`src/rtl/pc_seq_pkg.sv`:
```
// Shared definitions for the PC fetch/sequence controller: FSM state codes
// (also driven on state_o for the board display), opcode values and field position.
package pc_seq_pkg;

   localparam logic [2:0] ST_IDLE    = 3'd0;
   localparam logic [2:0] ST_FETCH   = 3'd1;
   localparam logic [2:0] ST_DECODE  = 3'd2;
   localparam logic [2:0] ST_OPFETCH = 3'd3;
   localparam logic [2:0] ST_UPDATE  = 3'd4;
   localparam logic [2:0] ST_UPDATE2 = 3'd5;
   localparam logic [2:0] ST_HALT    = 3'd6;

   typedef enum logic [1:0] {
      OPC_NOP  = 2'b00,
      OPC_JMP  = 2'b01,
      OPC_SKIP = 2'b10,
      OPC_HALT = 2'b11
   } opcode_e;

   // Opcode field bit positions, counted down from the instruction MSB.
   localparam int OPC_MSB = 0;
   localparam int OPC_LSB = 1;

endpackage

```
`src/rtl/pc_seq_decode.sv`:
```
// Combinational opcode decoder for the PC sequence controller.
module pc_seq_decode
   import pc_seq_pkg::*;
(
   input  opcode_e opc,
   output logic    is_jmp,
   output logic    is_skip,
   output logic    is_halt
);

   assign is_jmp  = (opc == OPC_JMP);
   assign is_skip = (opc == OPC_SKIP);
   assign is_halt = (opc == OPC_HALT);

endmodule

```
`src/rtl/pc_seq_ctrl.sv`:
```
// Fetch/sequence controller driving the PC load/inc/pc_in inputs from fetched opcodes.
// Optional breakpoint support is built when PC_SEQ_BREAKPOINT_EN is defined.
module pc_seq_ctrl
   import pc_seq_pkg::*;
#(
   parameter int ADDR_W = 8,
   parameter int DATA_W = 8
)(
   input  logic              clk,
   input  logic              reset,
   input  logic              run,
   input  logic              step,
   input  logic [ADDR_W-1:0] pc_cur,
   output logic              pc_load,
   output logic              pc_inc,
   output logic [ADDR_W-1:0] pc_target,
   output logic              mem_req,
   output logic [ADDR_W-1:0] mem_addr,
   input  logic              mem_ack,
   input  logic [DATA_W-1:0] mem_rdata,
   output logic [DATA_W-1:0] instr,
   output logic              instr_valid,
   output logic              halted,
   output logic [2:0]        state_o
`ifdef PC_SEQ_BREAKPOINT_EN
   ,
   input  logic              bp_en,
   input  logic [ADDR_W-1:0] bp_addr,
   output logic              bp_hit
`endif
);

   logic [2:0] state_q, state_d;
   logic       is_jmp, is_skip, is_halt;
   logic       enter_fetch;
   logic       fetch_go;
   logic       bp_stop;
   logic       bp_hold;

   pc_seq_decode u_decode (
      .opc     (opcode_e'(instr[DATA_W-1-OPC_MSB:DATA_W-1-OPC_LSB])),
      .is_jmp  (is_jmp),
      .is_skip (is_skip),
      .is_halt (is_halt)
   );

   // Points where the sequencer wants to start a new instruction fetch.
   // NOTE: every always_comb output gets a default first so no latch is inferred.
   always_comb begin
      enter_fetch = 1'b0;
      case (state_q)
         ST_IDLE:    enter_fetch = bp_hold ? (step && !run) : (run || step);
         ST_UPDATE:  enter_fetch = !is_skip && run;
         ST_UPDATE2: enter_fetch = run;
         default:    enter_fetch = 1'b0;
      endcase
   end

   assign fetch_go = enter_fetch && !bp_stop;

   always_comb begin
      state_d = state_q;
      case (state_q)
         ST_IDLE:    if (fetch_go) state_d = ST_FETCH;
         ST_FETCH:   if (mem_ack) state_d = ST_DECODE;
         ST_DECODE: begin
            if (is_halt)     state_d = ST_HALT;
            else if (is_jmp) state_d = ST_OPFETCH;
            else             state_d = ST_UPDATE;
         end
         ST_OPFETCH: if (mem_ack) state_d = ST_UPDATE;
         ST_UPDATE: begin
            if (is_skip)       state_d = ST_UPDATE2;
            else if (fetch_go) state_d = ST_FETCH;
            else               state_d = ST_IDLE;
         end
         ST_UPDATE2: state_d = fetch_go ? ST_FETCH : ST_IDLE;
         ST_HALT:    state_d = ST_HALT;
         default:    state_d = ST_IDLE;
      endcase
   end

   // NOTE: sequential state uses non-blocking assignments so all registers update together.
   always_ff @(posedge clk) begin
      if (reset) begin
         state_q     <= ST_IDLE;
         instr       <= '0;
         instr_valid <= 1'b0;
         pc_target   <= '0;
      end else begin
         state_q     <= state_d;
         instr_valid <= (state_q == ST_FETCH) && mem_ack;
         if ((state_q == ST_FETCH) && mem_ack)
            instr <= mem_rdata;
         if ((state_q == ST_OPFETCH) && mem_ack)
            pc_target <= ADDR_W'(mem_rdata);
      end
   end

   // pc_cur only moves in UPDATE/UPDATE2, so the address is stable for a whole request.
   assign mem_req = (state_q == ST_FETCH) || (state_q == ST_OPFETCH);

   always_comb begin
      mem_addr = '0;
      if (state_q == ST_FETCH)
         mem_addr = pc_cur;
      else if (state_q == ST_OPFETCH)
         mem_addr = pc_cur + ADDR_W'(1);
   end

   assign pc_load = (state_q == ST_UPDATE) && is_jmp;
   assign pc_inc  = ((state_q == ST_UPDATE) && !is_jmp) || (state_q == ST_UPDATE2);
   assign halted  = (state_q == ST_HALT);
   assign state_o = state_q;

`ifdef PC_SEQ_BREAKPOINT_EN
   logic [ADDR_W-1:0] next_fetch_addr;
   logic              bp_check;

   // A stepped resume after a breakpoint is not checked again.
   always_comb begin
      next_fetch_addr = pc_cur;
      bp_check        = 1'b0;
      case (state_q)
         ST_IDLE:    bp_check = !bp_hold;
         ST_UPDATE: begin
            bp_check        = !is_skip;
            next_fetch_addr = is_jmp ? pc_target : pc_cur + ADDR_W'(1);
         end
         ST_UPDATE2: begin
            bp_check        = 1'b1;
            next_fetch_addr = pc_cur + ADDR_W'(1);
         end
         default:    bp_check = 1'b0;
      endcase
   end

   assign bp_stop = enter_fetch && bp_check && bp_en && (next_fetch_addr == bp_addr);

   always_ff @(posedge clk) begin
      if (reset) begin
         bp_hold <= 1'b0;
         bp_hit  <= 1'b0;
      end else begin
         bp_hit <= bp_stop;
         if (bp_stop)
            bp_hold <= 1'b1;
         else if ((state_q == ST_IDLE) && enter_fetch)
            bp_hold <= 1'b0;
      end
   end
`else
   assign bp_stop = 1'b0;
   assign bp_hold = 1'b0;
`endif

endmodule

```
`config.mk`:
```
export PLATFORM = sky130hd
export DESIGN_NAME = pc_seq_ctrl
export DESIGN_NICKNAME = d
export VERILOG_FILES = /design/src/rtl/pc_seq_pkg.sv /design/src/rtl/pc_seq_decode.sv /design/src/rtl/pc_seq_ctrl.sv
export SDC_FILE = /design/constraint.sdc
export NUM_CORES = 1
export LEC_CHECK = 0
export ABC_AREA = 1
export ABC_CLOCK_PERIOD_IN_PS = 2290
export CORE_MARGIN = 1
export CORE_UTILIZATION = 43
export CTS_CLUSTER_SIZE = 12
export DETAILED_ROUTE_END_ITERATION = 8
export PLACE_DENSITY = 0.89
export SLEW_MARGIN = 30
export SYNTH_ARGS = -nofsm -noshare
export SYNTH_HDL_FRONTEND = slang
export SYNTH_SLANG_ARGS = --single-unit
```
`constraint.sdc`:
```
create_clock -name clk -period 2.29 [get_ports clk]
set_input_delay 0.229 -clock clk [delete_from_list [all_inputs] [get_ports clk]]
set_output_delay 0.229 -clock clk [all_outputs]
set_load 0.05 [all_outputs]
```
======== Word level (Yosys, flattened, before mapping) ========
Index checks and enable logic that the tools add are counted.
storage, ports and cells
  word-level logic and storage cells ...... 40
  output and inout bits ................... 32
  flip-flop bits (word level) ............. 20
operators by class
  multiplexer cells ....................... 11
  add/sub/neg operators ................... 1
  equal/unequal tests ..................... 12
  reduce and logical (&&, ||, !) cells .... 12
operator list
  cell                   number
  $pmux W3 S7            1
  $mux W3                6
  $mux W8                2
  $eq A3 B3 Y1 const B   3
  $add A8 B1 Y8 const B  1
  $eq A3 B2 Y1 const B   2
  $ne A2 B2 Y1 const B   3
  $logic_and A1 B1 Y1    5
  $eq A2 B2 Y1 const B   2
  $eq A3 B1 Y1 const B   1
  $logic_not A3 Y1       1
  $logic_or A1 B1 Y1     3
  $pmux W1 S3            1
  $reduce_and A3 Y1      1
  $eq A2 B1 Y1 const B   1
  $logic_not A1 Y1       2
  $mux W1                1

======== Longest topological paths before layout ========
Gate-level depths: netlist of the first run.
  depth in word-level cells ............... 7
  gate-level depth with buffers ........... 8

======== Hierarchy ========
Synthesis of the first run repeated with hierarchy kept, for this count alone.
second synthesis, totals
  cell total of the unflattened synthesis .. 174
  area total of the unflattened synthesis .. 1127.3 µm²
by module, submodules not included
  module         area an instance (µm²)  seq. area each (µm²)  cells each  instances
  pc_seq_ctrl    1104.8                  400.4                 168         1
  pc_seq_decode  22.5                    0.0                   6           1

======== Worst setup path after synthesis of the first run ========
Ideal clock, no wire load.
  path type ............................... reg-to-output
  from .................................... register state_q[1] (netlist: state_o[1])
  to ...................................... output port mem_addr[2]
  cell stages (with the launch flop) ...... 7
  data required time ...................... 2061 ps
  buffers on the path ..................... 2
  arrival time ............................ 2443 ps
  setup slack ............................. -382 ps
  cells stage by stage .................... dfxtp_1 > buf_4 > inv_2 > nor2_4 > buf_6 > inv_1 > o31ai_1
between the ends
  word-level cells in the longest chain between the ends .. 3
  elaborated cells on any way between the ends .. 4
  classes of those cells .................. 2 x eq/ne; 2 x mux
RTL lines
  item                      line                source
  start: declaration        pc_seq_ctrl.sv:33   logic [2:0] state_q, state_d;
  start signal: assignment  pc_seq_ctrl.sv:91   state_q <= state_d;
  $eq A3 B2 Y1              pc_seq_ctrl.sv:107  else if (state_q == ST_OPFETCH)
  $mux W8                   pc_seq_ctrl.sv:107
  $mux W8 *                 pc_seq_ctrl.sv:105  if (state_q == ST_FETCH)
  end: declaration          pc_seq_ctrl.sv:18   output logic [ADDR_W-1:0] mem_addr,
Every way passes the cells marked *; elsewhere a longest branch is shown, timed or not.

======== Worst setup path after layout of the first run ========
  from .................................... register state_q[0] (netlist: state_o[0])
  to ...................................... output port mem_req
between the ends
  word-level cells in the longest chain between the ends .. 2
  elaborated cells on any way between the ends .. 3
  classes of those cells .................. 2 x eq/ne; 1 x reduce/logical
RTL lines
  item                                          line                source
  $eq A3 B1 Y1 or $eq A3 B2 Y1 (tied branches)  pc_seq_ctrl.sv:101  assign mem_req = (state_q == ST_FETCH) || (state_q == ST_OPFETCH);
  $logic_or A1 B1 Y1 *                          pc_seq_ctrl.sv:101
  end: declaration                              pc_seq_ctrl.sv:17   output logic mem_req,
Marked as above.

==> results of run 1 <==
==> final timing paths <==
path                        to          from  slack [ns]  depth (start not counted)
setup / recovery       mem_req    state_o[0]        0.14                          3
hold reg to reg   pc_target[5]  pc_target[5]        0.47                          2
setup reg to reg  pc_target[4]    state_o[0]        0.80                          5
hold / removal    pc_target[5]  pc_target[5]        0.47                          2
==> state kept, by name, indices dropped and copies added, names as in the netlist <==
name / flops
instr: 8
pc_target: 8
state_o: 3
instr_valid: 1
==> worst reg2reg max path, delay by kind of cell (launching register included) <==
kind / cells / cell delay [ns]
simple gates: 4 / 0.75
compound gates: 1 / 0.07
flops: 1 / 0.52
==> final cells by class <==
class | instances | area, µm² | share of cell area [%]
tap | 28 | 35.0 | 2.00
timing repair buffer | 53 | 603 | 34.5
clock buffer | 3 | 22.5 | 1.29
multi-input combinational | 113 | 609 | 34.8
inverter | 13 | 48.8 | 2.79
sequential | 20 | 402 | 22.9
clock inverter | 1 | 30.0 | 1.72
==> where the power goes <==
part | total (µW) | switching, µW | internal (µW)
Combinational | 681 | 420 | 261
Clock | 286 | 109 | 177
Sequential | 415 | 36.8 | 378
==> repair_timing <==
item                                    CTS  global route
buffers inserted                          0             0
endpoints found under the setup margin    0             2
gates resized for setup                   0             1
==> layer usage <==
layer	vias up	share of wire, %	wire length, µm
li1	609	-	-
met1	563	38	1070
met2	58	53	1490
met3	4	8.2	231
met4	0	1.4	40
met5	-	0	0
==> cells in the mapped netlist (2+ instances only) <==
cell	instances	area share, %
a211oi_2	2	2.3
a21oi_1	20	9.2
buf_6	2	2.1
clkbuf_1	3	1.0
dfxtp_1	20	37
inv_1	11	3.8
inv_2	2	0.69
nand2_1	30	10
nand2_4	2	2.1
nand3_1	21	9.7
nor2_1	18	6.2
nor3_1	4	1.8
o21a_1	2	1.4
o21ai_0	2	0.92
o31ai_1	2	1.4
==> stage by stage <==
step                      hold WS, ns  instances
final                           0.468        231
after global routing            0.494        231
after CTS                       0.475        231
after detailed placement        0.455        227
after global placement          0.451        227
after floorplan                 0.393        153
==> cells by family after synthesis <==
logic type | count (synthesis) | synth area share [%]
flops | 20 | 36.9
xor+xnor | 1 | 0.807
fa+ha+maj | 1 | 1.15
buf+inv | 20 | 8.76
compound gates | 30 | 16.7
simple gates | 81 | 35.7
==> impl_results.md, run 1 <==
- Status: finished, final reports clean
- Critical path peak fanout: 9
- Width of the chip: 52.3 µm
- CTS tree: done
- Hold Path Class: reg2reg
- Largest net degree at the start of global routing: 21
- Cell Chain, Critical Path: nand2_4 -> inv_1 -> clkdlybuf4s50_1
- Setup Crit Path Kind: reg2out
- Post-synthesis register bit count: 20
- Power per cell area: 790 nW/µm²
- Leakage: 0.000664 µW
- Worst-margin pin slew: 0.718 ns
- Ys async rst share: 0%
- IO Port Bufs: 52
- # IOs: 53
- CP max stage delay: 0.80 ns
- GRT met1 Usage: 23.5%
- Highest Clock Rate: 466 MHz
- Cell area after layout: 1750 µm²
- Sequential share of the synthesized area: 36.9%
- TritonCTS Buffers: 3
- Worst rel slew slack: 52.0%
- Worst Path Arrival: 1.92 ns
- GRT overflow: 0
- Area delta synth->final: 61.2%
- Mapped Area: 1090 µm²
- Routed Antenna Nets: 0
- Skew final: 0.0114 ns
- Hpwl dp: 2.20 mm
- Setup ws final: 0.144 ns
- CTS HTree Levels: 1
- Top_reg_cell synth: dfxtp_1
- Most frequent cells in the layout: clkdlybuf4s50_1 (42), nand2_1 (30), nand3_1 (21)
- Post-Route Utilization: 76.2%
- Via density: 5.34
- Core area: 2300 µm²
- Hold Buf Count CTS: 0
- CTS Buffer Depth: 2
- Grt peak-use layer: met2
- Total number of vias: 1234
- Period minus WS final: 2.15 ns
- Max Cap Viol: 0
- Total track usage: 22.9%
- Commonest non-fill, non-tap cell in the layout: clkdlybuf4s50_1
- Placed cell area: 1700 µm²
- CP startpoint kind: flop
- Number of global-route vias before repair: 1161
- Chip height: 52.3 µm
- Setup TNS Final: 0 ns
- Layout cells sized above 1: 14.8%
- Cells after Synth: 153
- Worst-Skew Late Latency: 0.31 ns
- ANT cells: 0
- Final net count: 226
- Met3 Usage GRT: 4.35%
- Final Hold Fails: 0
- Critical path endpoint category: primary output
- Remaining design rule violation count: 0
- Row count: 17
- Yosys warning count: 0
- Syn_area_per_cell: 7.10 µm²
- CTS Root Buffer Type: clkbuf_4
- Total Power: 1380 µW
- Die area: 2730 µm²
- Placer congestion estimate: 0.781
- Drt initial violations: 28
- Sink Count: 20
- Required @ worst endpoint: 2.06 ns
- Clock slew at reported path FFs: 0.12 ns
- Starting Density: 47.3%
- Distinct cells, synth: 27
- Fillers: 177
- Slew Viols, Final: 0
- Slowest CP cell: clkdlybuf4s50_1
- Max VDD drop: 0.643 mV
- Met2 Resource Use GR: 44.2%
- Antenna violations before repair: 0
- RSZ-0062 raised after global routing: false
- CP Buf/Inv Count: 2
- First-pass detailed-route iteration total: 4
- First-pass GRT wire length: 4.64 mm
- Drt total wl: 2.82 mm
- Syn_nets: 175
- Setup WS pre-CTS: 0.340 ns
- Post-synth EDFFs: 0
- CP delay by family, top: buffers and inverters
- Final worst path period share: 93.7%
- Wire length per cell: 12.2 µm
- Final setup viols: 0
No activity file was read; power rests on OpenSTA's default activity.
==> run 2: changes to the inputs <==
--- a/config.mk
+++ b/config.mk
@@ -7,12 +7,14 @@
 export LEC_CHECK = 0
 export ABC_AREA = 1
 export ABC_CLOCK_PERIOD_IN_PS = 2290
+export CORE_ASPECT_RATIO = 1.5
 export CORE_MARGIN = 1
-export CORE_UTILIZATION = 43
+export CORE_UTILIZATION = 45
+export CTS_BUF_LIST = sky130_fd_sc_hd__clkbuf_8
 export CTS_CLUSTER_SIZE = 12
 export DETAILED_ROUTE_END_ITERATION = 8
-export PLACE_DENSITY = 0.89
-export SLEW_MARGIN = 30
+export PLACE_DENSITY = 0.93
+export SLEW_MARGIN = 20
 export SYNTH_ARGS = -nofsm -noshare
 export SYNTH_HDL_FRONTEND = slang
 export SYNTH_SLANG_ARGS = --single-unit
==> run 2 against run 1 <==
  * Clock skew fell by 0.0056 ns
  * Design area rose by 1.2%
  * Largest cell class is now buffers
  * Setup slack improved by 0.034 ns
  * Hold slack got worse by 0.0076 ns
  * Sequential cell count did not move
  * Die area fell by 4.1%
  * Critical path type unchanged
  * Sequential power fell by 2%
  * Cell count fell by 1.7%
  * Highest routed layer unchanged
  * Global-route usage rose by 2.7 points
  * Critical path depth rose by 1
==> impl_results.md, run 2 (same netlist as run 1, synthesis figures left out) <==
- Number of global-route vias before repair: 1229 (+5.9%)
- Final Hold Fails: 0 (unchanged)
- Hold path depth: 2 (unchanged)
- Max Cap Viol: 0 (unchanged)
- Worst rel slew slack: 51.6% (-0.36 points)
- Comb power frac: 48.2% (-1.1 points)
- Sw Ratio: 39.8% (-1.1 points)
- Max VDD drop: 0.606 mV (-5.8%)
- Layout cells sized above 1: 14.2% (-0.56 points)
- Via density: 5.63 (+5.5%)
- Critical path endpoint category: primary output
- Period minus WS final: 2.11 ns (-0.0336 ns)
- Final worst path period share: 92.3% (-1.5 points)
- ANT cells: 0 (unchanged)
- Worst-margin pin slew: 0.723 ns (+0.00531 ns)
- Die area: 2620 µm² (-4.1%)
- IO Port Bufs: 52 (unchanged)
- Antenna violations before repair: 0 (unchanged)
- First-pass detailed-route iteration total: 4 (unchanged)
- Status: finished, final reports clean
- Width of the chip: 42.1 µm (-19%)
- CTS tree: done
- First-pass GRT wire length: 5.28 mm (+14%)
- Hold Buf Count CTS: 0 (unchanged)
- Area delta synth->final: 63.1%
- Final net count: 227 (+0.44%)
- Cell internal pwr: 877 µW (+7.3%)
- Leakage: 0.000675 µW (+1.6%)
- Drt initial violations: 60 (+110%)
- Placer congestion estimate: 0.839 (+7.4%)
- Hold Path Class: reg2reg
- Clock slew at reported path FFs: 0.07 ns (-0.05 ns)
- Clk pwr share: 23.9% (+3.2 points)
- Net Sw Power: 579 µW (+2.5%)
- Wire length per cell: 14.2 µm (+16%)
- Highest Clock Rate: 473 MHz (+1.6%)
- RSZ-0062 raised after global routing: false
- Setup TNS Final: 0 ns (unchanged)
- Most frequent cells in the layout: clkdlybuf4s50_1 (43), nand2_1 (30), nand3_1 (21)
- R2R depth: 5 (unchanged)
- GRT overflow: 0 (unchanged)
- Critical path peak fanout: 7 (-2)
- Row count: 21 (+4)
- CTS Buffer Depth: 2 (unchanged)
- Skew final: 0.00584 ns (-0.00560 ns)
- Chip height: 62.2 µm (+19%)
- Required @ worst endpoint: 2.06 ns (about the same)
- Total track usage: 25.6% (+2.7 points)
- Total number of vias: 1279 (+3.6%)
- Slew Viols, Final: 0 (unchanged)
- Setup Crit Path Kind: reg2out
- CP startpoint kind: flop
- Final setup viols: 0 (unchanged)
- CTS Root Buffer Type: clkbuf_8
- Sink Count: 20 (unchanged)
- Drt total wl: 3.23 mm (+14%)
- TritonCTS Buffers: 3 (unchanged)
- # IOs: 53 (unchanged)
- Core area: 2260 µm² (-1.6%)
- Routed Antenna Nets: 0 (unchanged)
- Power per cell area: 822 nW/µm² (+4.1%)
- Post CTS Setup Buffer Count: 0 (unchanged)
- Reg power frac: 27.9% (-2.1 points)
- Largest net degree at the start of global routing: 21 (unchanged)
- Worst hold slack: 0.461 ns (-0.00756 ns)
- Worst Path Arrival: 1.88 ns (-0.04 ns)
- Resized Gates After CTS: 0 (unchanged)
- Starting Density: 48.1% (+0.79 points)
- Commonest non-fill, non-tap cell in the layout: clkdlybuf4s50_1
- Remaining design rule violation count: 0 (unchanged)
- Worst-Skew Late Latency: 0.26 ns (-0.05 ns)
- Hpwl dp: 2.39 mm (+8.9%)
- CTS HTree Levels: 1 (unchanged)
run 2: cell type report:
cell class              instances  area [µm²]
inverters                      13        48.8
repair buffers                 54         613
flip-flops and latches         20         400
clock buffers                   3        41.3
multi-input cells             113         609
well taps                      23        28.8
fillers                       161         488
clock inverters                 1        30.0
run 2: per-layer routing:
layer  GRT usage (%)  part of all wire (%)  vias to the layer above  routed length [µm]
met5               0                     0                        -                   0
li1                -                     -                      614                   -
met1            23.0                    35                      595                1130
met2            54.3                    58                       61                1860
met4            9.38                   2.6                        0                  85
met3            2.62                   4.9                        9                 157
run 2: power by group through the flow:
stage / clock (µW) / combinational [µW] / sequential [µW]
finish: 348 / 702 / 406
global route: 362 / 741 / 410
CTS: 347 / 703 / 406
detailed placement: 0 / 698 / 413
global placement: 0 / 684 / 411
floorplan: 0 / 337 / 513
run 2: worst paths after layout:
check	slack [ns]	start	end
worst max-delay path	0.18	state_o[0]	pc_load
worst min-delay path	0.46	instr[5]	instr[5]
worst max register to register	0.80	state_o[0]	pc_target[7]
worst min register to register	0.46	instr[5]	instr[5]
run 2: stage by stage:
| stage | worst slack, ns | power, µW | instance area (µm²) | utilization [%] | instances |
|---|---|---|---|---|---|
| after floorplan | 0.0396 | 850 | 1100 | - | 153 |
| after global placement | 0.393 | 1100 | 1700 | 75.2 | 223 |
| after global routing | 0.0388 | 1510 | 1770 | 78.4 | 227 |
| after CTS | 0.175 | 1460 | 1770 | 78.4 | 227 |
| after detailed placement | 0.303 | 1110 | 1700 | 75.2 | 223 |
| final | 0.177 | 1460 | 1770 | 78.4 | 227 |
run 2: worst max-delay path, cell delays in order (launching register included):
cell	delay (ns)
dfxtp_1	0.39
inv_1	0.13
nand3_1	0.13
nor2_1	0.15
clkdlybuf4s50_1	0.82
==> run 3: changes to the inputs <==
--- a/config.mk
+++ b/config.mk
@@ -18,3 +18,4 @@
 export SYNTH_ARGS = -nofsm -noshare
 export SYNTH_HDL_FRONTEND = slang
 export SYNTH_SLANG_ARGS = --single-unit
+export TNS_END_PERCENT = 1
==> run 3 against run 2 <==
  * Sequential power rose by 2%
  * First-iteration DRC count shrank 65%
  * Total power down 1.2%
  * Design area fell by 1.3%
  * Sequential cell count did not move
  * Global-route usage decreased by 2.1 points
  * Fmax down 0.10%
  * Count of clock-buffer cells in the layout did not move
  * Critical path depth unchanged
  * Die area unchanged
  * Largest cell class unchanged
  * Hold slack gained 0.0053 ns
==> impl_results.md, run 3 (same netlist as run 1, synthesis figures left out) <==
- Status: finished, final reports clean
- Total number of vias: 1229 (-3.9%)
- Slew Viols, Final: 0 (unchanged)
- Met2 wire len: 1.61 mm (-13%)
- Post CTS Setup Buffer Count: 0 (unchanged)
- Most frequent cells in the layout: clkdlybuf4s50_1 (42), nand2_1 (30), nand3_1 (21)
- Critical path peak fanout: 10 (+3)
- Highest Clock Rate: 473 MHz (-0.10%)
- Skew final: 0.00323 ns (-0.00262 ns)
- Setup ws final: 0.175 ns (-0.00212 ns)
- Power per cell area: 822 nW/µm² (about the same)
- Leakage: 0.000671 µW (-0.59%)
- CTS HTree Levels: 1 (unchanged)
- Via density: 5.44 (-3.5%)
- Final worst path period share: 92.4% (+0.093 points)
- Slowest CP cell: clkdlybuf4s50_1
- WL met1: 1.08 mm (-4.2%)
- CTS tree: done
- Setup WS pre-CTS: 0.263 ns (-0.0401 ns)
- Met3 WL post-DR: 147 µm (-6.4%)
- Sink Count: 20 (unchanged)
- CTS Buffer Depth: 2 (unchanged)
- Chip height: 62.2 µm (unchanged)
- RSZ-0062 raised after global routing: false
- Routed Antenna Nets: 0 (unchanged)
- ANT cells: 0 (unchanged)
- Antenna violations before repair: 0 (unchanged)
- Max VDD drop: 1.02 mV (+69%)
- Final setup viols: 0 (unchanged)
- Setup Crit Path Kind: reg2out
- First-pass GRT wire length: 4.89 mm (-7.3%)
- Final Hold Fails: 0 (unchanged)
- Hold Buf Count CTS: 0 (unchanged)
- Layout cells sized above 1: 13.3% (-0.92 points)
- Total track usage: 23.6% (-2.1 points)
- # IOs: 53 (unchanged)
- Die area: 2620 µm² (unchanged)
- Worst r2r dst: pc_target[1]
- Remaining design rule violation count: 0 (unchanged)
- IO Port Bufs: 52 (unchanged)
- Worst Setup EP: pc_load
- Number of global-route vias before repair: 1198 (-2.5%)
- GRT overflow: 0 (unchanged)
- Worst-Skew Late Latency: 0.26 ns (about the same)
- Total Power: 1440 µW (-1.2%)
- Critical path endpoint category: primary output
- Max Cap Viol: 0 (unchanged)
- Worst-margin pin slew: 0.706 ns (-0.0170 ns)
- Drt total wl: 2.91 mm (-9.8%)
- Width of the chip: 42.1 µm (unchanged)
- Top layer used by detailed routing: met4
- Hold Path Class: reg2reg
- Starting Density: 48.1% (unchanged)
- Cell Chain, Critical Path: inv_2 -> nand3_1 -> nor2_1 -> clkdlybuf4s50_1
- Period minus WS final: 2.12 ns (+0.00212 ns)
- Area delta synth->final: 61.1%
- CP startpoint kind: flop
- Critical Path Start: state_o[1]
- Worst Path Arrival: 1.89 ns (about the same)
- Wire length per cell: 12.9 µm (-9.4%)
- CP max stage delay: 0.81 ns (about the same)
- Commonest non-fill, non-tap cell in the layout: clkdlybuf4s50_1
- Hold Crit Start: pc_target[0]
- TritonCTS Buffers: 3 (unchanged)
- Worst r2r src: state_o[0]
- Placer congestion estimate: 0.894 (+6.6%)
- Core area: 2260 µm² (unchanged)
- Worst rel slew slack: 52.8% (+1.1 points)
- Final net count: 226 (-0.44%)
- Largest net degree at the start of global routing: 21 (unchanged)
- R2R setup slack: 0.83 ns (+0.03 ns)
- Row count: 21 (unchanged)
- First-pass detailed-route iteration total: 4 (unchanged)
- Drt initial violations: 21 (-65%)
- Hpwl dp: 2.31 mm (-3.6%)
- Clock slew at reported path FFs: 0.07 ns (about the same)
- R2R depth: 5 (unchanged)
- CTS Root Buffer Type: clkbuf_8
- Required @ worst endpoint: 2.06 ns (about the same)
-- run 3: critical path, delay by kind of cell (launching register included) --
family	cells	cell delay, ns
buffers and inverters	2	0.99
flip-flops	1	0.40
AND/OR/NAND/NOR	2	0.24
-- run 3: cell type report --
type	count	area, µm²
timing repair buffer	53	603
clock buffer	3	41.3
sequential	20	402
fill	175	510
clock inverter	1	30.0
inverter	13	48.8
tap	23	28.8
multi-input combinational	113	596
-- run 3: how the worst min path moves through the flow --
stage	end	slack, ns	cells after the start
6_report	pc_target[0]	0.47	2
5_1_grt	instr[2]	0.48	2
4_1_cts	instr[3]	0.47	2
3_5_place_dp	instr[3]	0.45	2
3_3_place_gp	pc_target[6]	0.45	2
2_1_floorplan	pc_target[0]	0.39	2
-- run 3: through the flow --
stage	cell area [µm²]	cells	util (%)	setup TNS, ns	hold WS [ns]
CTS	1750	226	77.4	0	0.472
detailed placement	1680	222	74.2	0	0.454
floorplan	1090	153	-	-0.642	0.393
global placement	1680	222	74.2	0	0.448
global route	1750	226	77.4	0	0.481
finish	1750	226	77.4	0	0.466
-- run 3: power by group --
| group | switching, µW | total [µW] | internal (µW) |
|---|---|---|---|
| clock network | 113 | 346 | 233 |
| logic | 417 | 677 | 260 |
| registers | 37.4 | 416 | 379 |
| total | 567 | 1440 | 871 |
-- run 3: what timing repair did --
action                     4_1_cts  5_1_grt
hold endpoints to repair         0        0
resized for setup                0        1
setup endpoints to repair        0        3
-- run 3: routing by layer --
layer / vias to the layer above / track usage [%]
met5: - / 0
li1: 610 / -
met3: 9 / 2.03
met4: 0 / 12.1
met2: 53 / 44.7
met1: 557 / 24.5
